**src/rtl/m68k_bus_initiator_if.sv**
```systemverilog
// Bundles the request-side handshake and the 68000-style bus pins of the
// bus initiator. The "master" modport is the initiator itself; the "slave"
// modport is everything around it (requester plus chipset).
//
// Handshake: the requester raises req with the address, direction, byte
// enables and write data stable. The request is taken on the first clk edge
// where req=1 and busy=0, and busy rises on that edge. While busy=1, req is
// ignored and nothing is queued. The transfer ends with a one-clk done pulse,
// with busy already low. err is valid together with done (1 = DTACK timeout).
// rdata holds the data of the last read that completed without error.
interface m68k_bus_initiator_if;
  logic        req;
  logic [22:0] req_addr;
  logic        req_we;
  logic        req_uds;
  logic        req_lds;
  logic [15:0] req_wdata;
  logic        busy;
  logic        done;
  logic        err;
  logic [15:0] rdata;
  logic [22:0] cpu_address;
  logic [15:0] cpu_data_out;
  logic [15:0] cpu_data_in;
  logic        _cpu_as;
  logic        _cpu_uds;
  logic        _cpu_lds;
  logic        cpu_r_w;
  logic        _cpu_dtack;

  modport master (
    input  req, req_addr, req_we, req_uds, req_lds, req_wdata,
    input  cpu_data_in, _cpu_dtack,
    output busy, done, err, rdata,
    output cpu_address, cpu_data_out, _cpu_as, _cpu_uds, _cpu_lds, cpu_r_w
  );

  modport slave (
    output req, req_addr, req_we, req_uds, req_lds, req_wdata,
    output cpu_data_in, _cpu_dtack,
    input  busy, done, err, rdata,
    input  cpu_address, cpu_data_out, _cpu_as, _cpu_uds, _cpu_lds, cpu_r_w
  );
endinterface

```
**src/rtl/m68k_bus_initiator.sv**
```systemverilog
// Single-transfer 68000 bus initiator. A request is latched on any clk edge,
// then the bus phases advance only on clk7_en ticks. Reads assert the data
// strobes together with AS; writes assert them one tick later so the write
// data is settled first. DTACK is sampled only on clk7_en ticks in WAIT and
// an 8-bit counter aborts the cycle after TIMEOUT unacknowledged ticks.
// Every bus pin is a register, so strobes can only move on ticks or reset.
module m68k_bus_initiator #(
  parameter int TIMEOUT = 255
) (
  input  logic                 clk,
  input  logic                 reset_n,
  input  logic                 clk7_en,
  m68k_bus_initiator_if.master bus,
  output logic [2:0]           dbg_state
);

  typedef enum logic [2:0] {
    IDLE   = 3'd0,
    ADDR   = 3'd1,
    ASSERT = 3'd2,
    DATA   = 3'd3,
    WAIT   = 3'd4,
    LATCH  = 3'd5,
    END    = 3'd6
  } state_t;

  localparam logic [7:0] TIMEOUT_CNT = 8'(TIMEOUT);

  state_t      state_q, state_d;
  logic        we_q, we_d, uds_q, uds_d, lds_q, lds_d;
  logic        busy_q, busy_d, done_q, done_d, err_q, err_d;
  logic        errf_q, errf_d;
  logic [7:0]  tcnt_q, tcnt_d;
  logic [15:0] rdata_q, rdata_d, dout_q, dout_d;
  logic [22:0] addr_q, addr_d;
  logic        as_n_q, as_n_d, uds_n_q, uds_n_d, lds_n_q, lds_n_d;
  logic        rw_q, rw_d;

  assign bus.busy         = busy_q;
  assign bus.done         = done_q;
  assign bus.err          = err_q;
  assign bus.rdata        = rdata_q;
  assign bus.cpu_address  = addr_q;
  assign bus.cpu_data_out = dout_q;
  assign bus._cpu_as      = as_n_q;
  assign bus._cpu_uds     = uds_n_q;
  assign bus._cpu_lds     = lds_n_q;
  assign bus.cpu_r_w      = rw_q;
  assign dbg_state        = state_q;

  // State register.
  always_ff @(posedge clk or negedge reset_n) begin
    if (!reset_n) state_q <= IDLE;
    else          state_q <= state_d;
  end

  // Next state and next values of every datapath/bus register.
  always_comb begin
    state_d = state_q;
    we_d    = we_q;
    uds_d   = uds_q;
    lds_d   = lds_q;
    busy_d  = busy_q;
    done_d  = 1'b0;
    err_d   = err_q;
    errf_d  = errf_q;
    tcnt_d  = tcnt_q;
    rdata_d = rdata_q;
    dout_d  = dout_q;
    addr_d  = addr_q;
    as_n_d  = as_n_q;
    uds_n_d = uds_n_q;
    lds_n_d = lds_n_q;
    rw_d    = rw_q;
    case (state_q)
      IDLE: begin
        // Acceptance is not tick-qualified; the address phase waits instead.
        if (bus.req) begin
          we_d   = bus.req_we;
          uds_d  = bus.req_uds;
          lds_d  = bus.req_lds;
          addr_d = bus.req_addr;
          if (bus.req_we) dout_d = bus.req_wdata;
          rw_d    = ~bus.req_we;
          busy_d  = 1'b1;
          state_d = ADDR;
        end
      end
      ADDR: begin
        if (clk7_en) begin
          as_n_d = 1'b0;
          if (!we_q) begin
            uds_n_d = ~uds_q;
            lds_n_d = ~lds_q;
          end
          state_d = ASSERT;
        end
      end
      ASSERT: begin
        if (clk7_en) begin
          if (we_q) begin
            uds_n_d = ~uds_q;
            lds_n_d = ~lds_q;
            state_d = DATA;
          end else begin
            state_d = WAIT;
          end
        end
      end
      DATA: begin
        if (clk7_en) state_d = WAIT;
      end
      WAIT: begin
        if (clk7_en) begin
          if (!bus._cpu_dtack) begin
            state_d = LATCH;
          end else if (tcnt_q == TIMEOUT_CNT) begin
            errf_d  = 1'b1;
            as_n_d  = 1'b1;
            uds_n_d = 1'b1;
            lds_n_d = 1'b1;
            state_d = END;
          end else begin
            tcnt_d = tcnt_q + 8'd1;
          end
        end
      end
      LATCH: begin
        if (clk7_en) begin
          if (!we_q) rdata_d = bus.cpu_data_in;
          as_n_d  = 1'b1;
          uds_n_d = 1'b1;
          lds_n_d = 1'b1;
          state_d = END;
        end
      end
      END: begin
        if (clk7_en) begin
          rw_d    = 1'b1;
          busy_d  = 1'b0;
          done_d  = 1'b1;
          err_d   = errf_q;
          errf_d  = 1'b0;
          tcnt_d  = 8'd0;
          state_d = IDLE;
        end
      end
      default: state_d = IDLE;
    endcase
  end

  // Datapath and bus pin registers; reset releases every strobe at once.
  always_ff @(posedge clk or negedge reset_n) begin
    if (!reset_n) begin
      we_q    <= 1'b0;
      uds_q   <= 1'b0;
      lds_q   <= 1'b0;
      busy_q  <= 1'b0;
      done_q  <= 1'b0;
      err_q   <= 1'b0;
      errf_q  <= 1'b0;
      tcnt_q  <= 8'd0;
      rdata_q <= 16'd0;
      dout_q  <= 16'd0;
      addr_q  <= 23'd0;
      as_n_q  <= 1'b1;
      uds_n_q <= 1'b1;
      lds_n_q <= 1'b1;
      rw_q    <= 1'b1;
    end else begin
      we_q    <= we_d;
      uds_q   <= uds_d;
      lds_q   <= lds_d;
      busy_q  <= busy_d;
      done_q  <= done_d;
      err_q   <= err_d;
      errf_q  <= errf_d;
      tcnt_q  <= tcnt_d;
      rdata_q <= rdata_d;
      dout_q  <= dout_d;
      addr_q  <= addr_d;
      as_n_q  <= as_n_d;
      uds_n_q <= uds_n_d;
      lds_n_q <= lds_n_d;
      rw_q    <= rw_d;
    end
  end

endmodule

```
**src/flat_wrapper.sv**
```systemverilog
// flat-port wrapper written by rule: the top's interface ports become plain ports
module m68k_bus_initiator_flat 
#(
  parameter int TIMEOUT = 255
)
  (clk, reset_n, clk7_en, dbg_state, bus_req, bus_req_addr, bus_req_we, bus_req_uds, bus_req_lds, bus_req_wdata, bus_cpu_data_in, bus__cpu_dtack, bus_busy, bus_done, bus_err, bus_rdata, bus_cpu_address, bus_cpu_data_out, bus__cpu_as, bus__cpu_uds, bus__cpu_lds, bus_cpu_r_w);
  m68k_bus_initiator_if bus_i ();
  input  logic clk;
  input  logic reset_n;
  input  logic clk7_en;
  output logic [2:0] dbg_state;
  input wire logic [$bits(bus_i.req)-1:0] bus_req;
  input wire logic [$bits(bus_i.req_addr)-1:0] bus_req_addr;
  input wire logic [$bits(bus_i.req_we)-1:0] bus_req_we;
  input wire logic [$bits(bus_i.req_uds)-1:0] bus_req_uds;
  input wire logic [$bits(bus_i.req_lds)-1:0] bus_req_lds;
  input wire logic [$bits(bus_i.req_wdata)-1:0] bus_req_wdata;
  input wire logic [$bits(bus_i.cpu_data_in)-1:0] bus_cpu_data_in;
  input wire logic [$bits(bus_i._cpu_dtack)-1:0] bus__cpu_dtack;
  output wire logic [$bits(bus_i.busy)-1:0] bus_busy;
  output wire logic [$bits(bus_i.done)-1:0] bus_done;
  output wire logic [$bits(bus_i.err)-1:0] bus_err;
  output wire logic [$bits(bus_i.rdata)-1:0] bus_rdata;
  output wire logic [$bits(bus_i.cpu_address)-1:0] bus_cpu_address;
  output wire logic [$bits(bus_i.cpu_data_out)-1:0] bus_cpu_data_out;
  output wire logic [$bits(bus_i._cpu_as)-1:0] bus__cpu_as;
  output wire logic [$bits(bus_i._cpu_uds)-1:0] bus__cpu_uds;
  output wire logic [$bits(bus_i._cpu_lds)-1:0] bus__cpu_lds;
  output wire logic [$bits(bus_i.cpu_r_w)-1:0] bus_cpu_r_w;
  assign bus_i.req = bus_req;
  assign bus_i.req_addr = bus_req_addr;
  assign bus_i.req_we = bus_req_we;
  assign bus_i.req_uds = bus_req_uds;
  assign bus_i.req_lds = bus_req_lds;
  assign bus_i.req_wdata = bus_req_wdata;
  assign bus_i.cpu_data_in = bus_cpu_data_in;
  assign bus_i._cpu_dtack = bus__cpu_dtack;
  assign bus_busy = bus_i.busy;
  assign bus_done = bus_i.done;
  assign bus_err = bus_i.err;
  assign bus_rdata = bus_i.rdata;
  assign bus_cpu_address = bus_i.cpu_address;
  assign bus_cpu_data_out = bus_i.cpu_data_out;
  assign bus__cpu_as = bus_i._cpu_as;
  assign bus__cpu_uds = bus_i._cpu_uds;
  assign bus__cpu_lds = bus_i._cpu_lds;
  assign bus_cpu_r_w = bus_i.cpu_r_w;
  m68k_bus_initiator #(.TIMEOUT(TIMEOUT)) u_core (.clk(clk), .reset_n(reset_n), .clk7_en(clk7_en), .bus(bus_i), .dbg_state(dbg_state));
endmodule
```
**config.mk**
```make
export PLATFORM = sky130hd
export DESIGN_NAME = m68k_bus_initiator_flat
export DESIGN_NICKNAME = d
export VERILOG_FILES = /design/src/rtl/m68k_bus_initiator_if.sv /design/src/rtl/m68k_bus_initiator.sv /design/src/flat_wrapper.sv
export SDC_FILE = /design/constraint.sdc
export NUM_CORES = 1
export LEC_CHECK = 0
export CAP_MARGIN = 10
export CORE_ASPECT_RATIO = 0.6
export CORE_MARGIN = 2
export CORE_UTILIZATION = 44
export DETAILED_ROUTE_END_ITERATION = 8
export PLACE_DENSITY = 0.86
export SETUP_SLACK_MARGIN = 0.15
export SYNTH_ARGS = -nofsm -noshare
export SYNTH_HDL_FRONTEND = slang
export SYNTH_SLANG_ARGS = --single-unit
```
**constraint.sdc**
```tcl
create_clock -name clk -period 2 [get_ports clk]
set_input_delay 0.3 -clock clk [delete_from_list [all_inputs] [get_ports clk]]
set_output_delay 0.3 -clock clk [all_outputs]
set_load 0.02 [all_outputs]
```
* Yosys cells after proc, flatten, opt, wreduce, memory -nomap -nowiden *
Index checks and enable logic that the tools add are counted.

cells by class
  add/subtract/negate cells = 1
  equality and inequality tests = 20
  muxes and demuxes = 39
  bitwise logic cells = 4
  reductions and logical operators = 15

operators by type and width
  cell                                                                    count
  8-bit two-way mux                                                       4
  3-bit two-way mux                                                       10
  3-bit one-hot mux with 7 select lines                                   1
  2-bit != test (second input constant)                                   10
  1-bit two-way mux                                                       17
  8-bit one-hot mux with 2 select lines                                   1
  5-bit AND reduction                                                     2
  3-bit equality test (second input constant)                             3
  3-bit AND reduction                                                     3
  9-bit AND reduction                                                     1
  8-bit by 1-bit adder with 8-bit output (second input constant)          1
  8-bit equality test (second input constant)                             1
  1-bit one-hot mux with 4 select lines                                   2
  8-bit AND reduction                                                     1
  3-bit by 2-bit equality test with 1-bit output (second input constant)  2
  1-bit one-hot mux with 2 select lines                                   3
  6-bit AND reduction                                                     1
  2-bit by 1-bit != test with 1-bit output (second input constant)        2
  1-bit inverter                                                          4
  2-bit AND reduction                                                     2
  2-bit nonzero test                                                      2
  4-bit nonzero test                                                      1
  3-bit by 1-bit equality test with 1-bit output (second input constant)  1
  3-bit zero test                                                         1
  other kinds (3)                                                         3

storage, ports and cells
  flip-flop bits (word level) = 77
  input bits = 63
  output and inout port bits = 65
  logic and storage cells = 95

* Depth between registers and ports, before layout *
  depth after elaboration = 5
  depth in mapped cells = 6
  gate-level depth less buffers = 5

* Worst setup path before layout *
Ideal clock, no wire load.

  path kind = flip-flop to flip-flop
  from = reg u_core.state_q[2], in the netlist u_core.dbg_state[2]
  to = reg u_core.addr_q[0], in the netlist u_core.bus.cpu_address[0]
  library setup time = 0.125 ns
  arrival time = 1.658 ns
  slack = 0.217 ns
  cell stages (with the launch flop) = 6
  path buffers = 3
  cells stage by stage = dfrtp_1 -> buf_6 -> nor4b_4 -> buf_4 -> buf_4 -> mux2_2

on the way
  cells in the longest elaborated chain, start to end = 2

RTL lines
  element                               line                       source
  from (decl)                           m68k_bus_initiator.sv:29   state_t state_q, state_d;
  from (signal assigned)                m68k_bus_initiator.sv:54   else state_q <= state_d;
  3-bit zero test                       m68k_bus_initiator.sv:75   case (state_q)
  2-bit AND reduction (no source line)  --
  to (signal assigned)                  m68k_bus_initiator.sv:181  addr_q <= addr_d;
  to (decl)                             m68k_bus_initiator.sv:35   logic [22:0] addr_q, addr_d;

No other way between the ends.
A chain may end at the register's enable or synchronous reset.

* Worst setup path after layout *
  from = reg u_core.state_q[0], in the netlist u_core.dbg_state[0]
  to = out dbg_state[0]

RTL lines
  element    line                source
  to (decl)  flat_wrapper.sv:11  output logic [2:0] dbg_state;

No word-level cell between the ends.

==> impl_metrics.env <==
export IMPL_status="finished, final reports clean"
export IMPL_endpoint_kind="primary output"
export IMPL_die_x_um=115
export IMPL_grt_max_degree=48
export IMPL_initial_core_util_pct=45.1
export IMPL_hold_viol_final=0
export IMPL_ys_seq_elements=77
export IMPL_syn_inst=240
export IMPL_vias_per_cell=5.11
export IMPL_syn_area_sq_mm=0.00327
export IMPL_synth_cell_types=42
export IMPL_r2r_end="u_core.tcnt_q[4]"
export IMPL_hold_class="reg2reg"
export IMPL_rows=24
export IMPL_met2_length_um=3610
export IMPL_stdcell_area_sq_mm=0.00504
export IMPL_required_ns=1.70
export IMPL_pre_cts_slack_ns=-0.0614
export IMPL_async_flop_share_pct=100
export IMPL_placed_area_sq_mm=0.00472
export IMPL_io_pins=128
export IMPL_clk_latency_ns=0.33
export IMPL_drt_wl_total_um=7880
export IMPL_ys_top_cells_by_area="dfrtp_1, mux2_2, mux2_4, dfstp_2, nand2_1"
export IMPL_wl_met1_um=3390
export IMPL_grt_pass1_vias=2480
export IMPL_cp_data_arrival_time_ns=1.50
export IMPL_crit_end="dbg_state[0]"
export IMPL_synth_common_cells="dfrtp_1, mux2_2, nand2_1"
export IMPL_diodes=0
export IMPL_cts_inserted_buffers=9
export IMPL_finalSetupTns_ns=0
export IMPL_tightest_slew_ns=0.408
export IMPL_synth_top_area_share_pct=55.9
export IMPL_place_congestion=0.908
export IMPL_setup_slack_ns=0.202
export IMPL_rsz0062_at_grt="no"
export IMPL_reg2reg_slack_ns=0.24
export IMPL_drcViolationCount=0
export IMPL_synth_nets=304
export IMPL_p_per_area_mw_per_mm2=1570
export IMPL_dr_pass1_iters=6
export IMPL_fin_nets=448
export IMPL_slew_viol_final=0
export IMPL_drt_iter0_markers=197
export IMPL_synth_most_common_cell="dfrtp_1"
export IMPL_setup_worst_path_start="u_core.dbg_state[0]"
export IMPL_fp_dieArea_sq_mm=0.00815
export IMPL_highest_layer="met4"
export IMPL_skew_ns=0.00412
export IMPL_syn_to_final_growth_pct=54.2
export IMPL_cts_sinks=77
export IMPL_finalCriticalPeriod_ns=1.80
export IMPL_period_share_pct=89.9
export IMPL_clk_pin_slew_ns=0.05
export IMPL_syn_area_per_cell_sq_um=13.6
export IMPL_fmax_mhz=556
export IMPL_port_buffers=127
export IMPL_ys_seq_area_share_pct=59.1
export IMPL_fin_total_pwr_w=0.00790
export IMPL_ir_drop_mv=1.08
export IMPL_synth_flop_cell="dfrtp_1"
export IMPL_crit_fanout=6
export IMPL_routed_via_count=2515
export IMPL_antenna_found_initial=0
export IMPL_cp_start_kind="register"
export IMPL_yosysWarnings=0
export IMPL_finalSetupViolCount=0
export IMPL_grt_pass1_wl_um=12800
export IMPL_cts_buffer_depth=2
export IMPL_max_cap_violations=0
export IMPL_postRouteAntennaNets=0
export IMPL_drive_gt1_share_pct=25.0
export IMPL_htree_levels=3
export IMPL_gr_total_overflow=0
export IMPL_worstRegToRegCells=5
export IMPL_core_area_sq_mm=0.00724
export IMPL_grt_usage_pct=20.7
export IMPL_wl_met3_um=788
export IMPL_p_leak_nw=2.15
export IMPL_die_height_um=70.7
export IMPL_synth_top_area_cell="dfrtp_1"
export IMPL_timing_rr_start="u_core.tcnt_q[0]"
export IMPL_critPathKind="reg2out"
export IMPL_cts_root_buf="clkbuf_16"
export IMPL_hpwl_um=5790
export IMPL_cts_tree="yes"
export IMPL_maxSlewHeadroom_pct=72.8
export IMPL_wl_per_cell_um=16.0
export IMPL_synth_enable_flop_cells=0
## state kept, by name (all words and copies together), names as in the netlist, 3 cells and up
name and count:
u_core.bus.cpu_address 23, u_core.bus.cpu_data_out 16, u_core.bus.rdata 16, u_core.tcnt_q 8, u_core.dbg_state 3
## timing repair
action / 4_1_cts / 5_1_grt
resized for setup: 3 / 2
hold endpoints to repair: 30 / 0
buffers inserted: 0 / 3
gates cloned: 0 / 0
hold buffers: 1 / 0
endpoints found under the setup margin: 18 / 4
## power breakdown
part	internal [W]	leakage, nW	switching (W)	total, W
clock network	0.000933	0.139	0.000573	0.00151
logic	0.00200	1.08	0.00169	0.00370
registers	0.00227	0.935	0.000424	0.00269
## worst min-delay path by stage
stage                                   to         start  cells past startpoint  slack [ns]
2_1_floorplan              u_core.bus.busy       reset_n                      0       0.004
3_3_place_gp   u_core.bus.cpu_data_out[14]       reset_n                      1        0.27
3_5_place_dp   u_core.bus.cpu_data_out[15]       reset_n                      1        0.26
4_1_cts                u_core.bus._cpu_uds  u_core.uds_q                      1        0.42
5_1_grt                u_core.bus._cpu_uds  u_core.uds_q                      1        0.45
6_report               u_core.bus._cpu_uds  u_core.uds_q                      1        0.43
## cell families (layout without fill, tap and decap cells)
| logic type | count (synthesis) | count (layout) | synth area share [%] |
|---|---|---|---|
| AOI/OAI and AO/OA | 31 | 31 | 6.05 |
| buffers and inverters | 16 | 164 | 2.91 |
| and+or+nand+nor | 54 | 54 | 9.73 |
| adders and majority gates | 1 | 1 | 0.383 |
| DFF | 77 | 77 | 59.1 |
| muxes | 61 | 61 | 21.8 |
## cell usage in the layout, fill, tap and decap left out, types with 2 or more instances in the layout
cell type	Yosys	routed
a21o_1	3	3
a21oi_1	9	9
a22oi_1	2	2
a32o_1	2	2
and4_1	2	2
buf_12	0	3
buf_4	4	13
clkbuf_1	0	2
clkbuf_16	0	9
clkbuf_8	0	3
clkdlybuf4s50_1	0	124
dfrtp_1	73	71
dfrtp_2	0	2
dfstp_2	4	4
inv_1	5	5
mux2_2	49	49
mux2_4	8	8
mux2i_1	4	4
nand2_1	14	14
nand2b_1	4	4
nand3_1	7	7
nand4_1	2	2
nor2_1	3	3
nor2b_1	2	2
nor3_1	4	4
nor4_1	2	2
o21ai_0	8	8
o31ai_1	3	3
or3_1	2	2
or4_1	2	2
## through the flow
stage,hold WS (ns),cells,util (%)
floorplan,0.00441,240,-
global route,0.452,492,69.6
CTS,0.425,489,69.2
global placement,0.265,473,65.2
detailed placement,0.264,473,65.2
finish,0.426,492,69.6
## layout make-up
cell class / count / area, sq um
Fill cell: 543 / 2200
Multi-Input combinational cell: 147 / 1240
Tap cell: 104 / 130
Clock buffer: 14 / 274
Sequential cell: 77 / 1930
Timing Repair Buffer: 143 / 1430
Clock inverter: 1 / 5.00
Inverter: 6 / 22.5
## layer usage
metal	global-route usage (%)	vias to the layer above
li1	-	1151
met1	26.9	1231
met2	31.3	123
met3	9.00	10
met4	6.83	0
met5	0	-
## critical path, cell delays in order, from the launching register on
cell and delay (ns):
dfrtp_2 0.41, buf_4 0.15, clkdlybuf4s50_1 0.61
No activity file was read; power rests on OpenSTA's default activity.
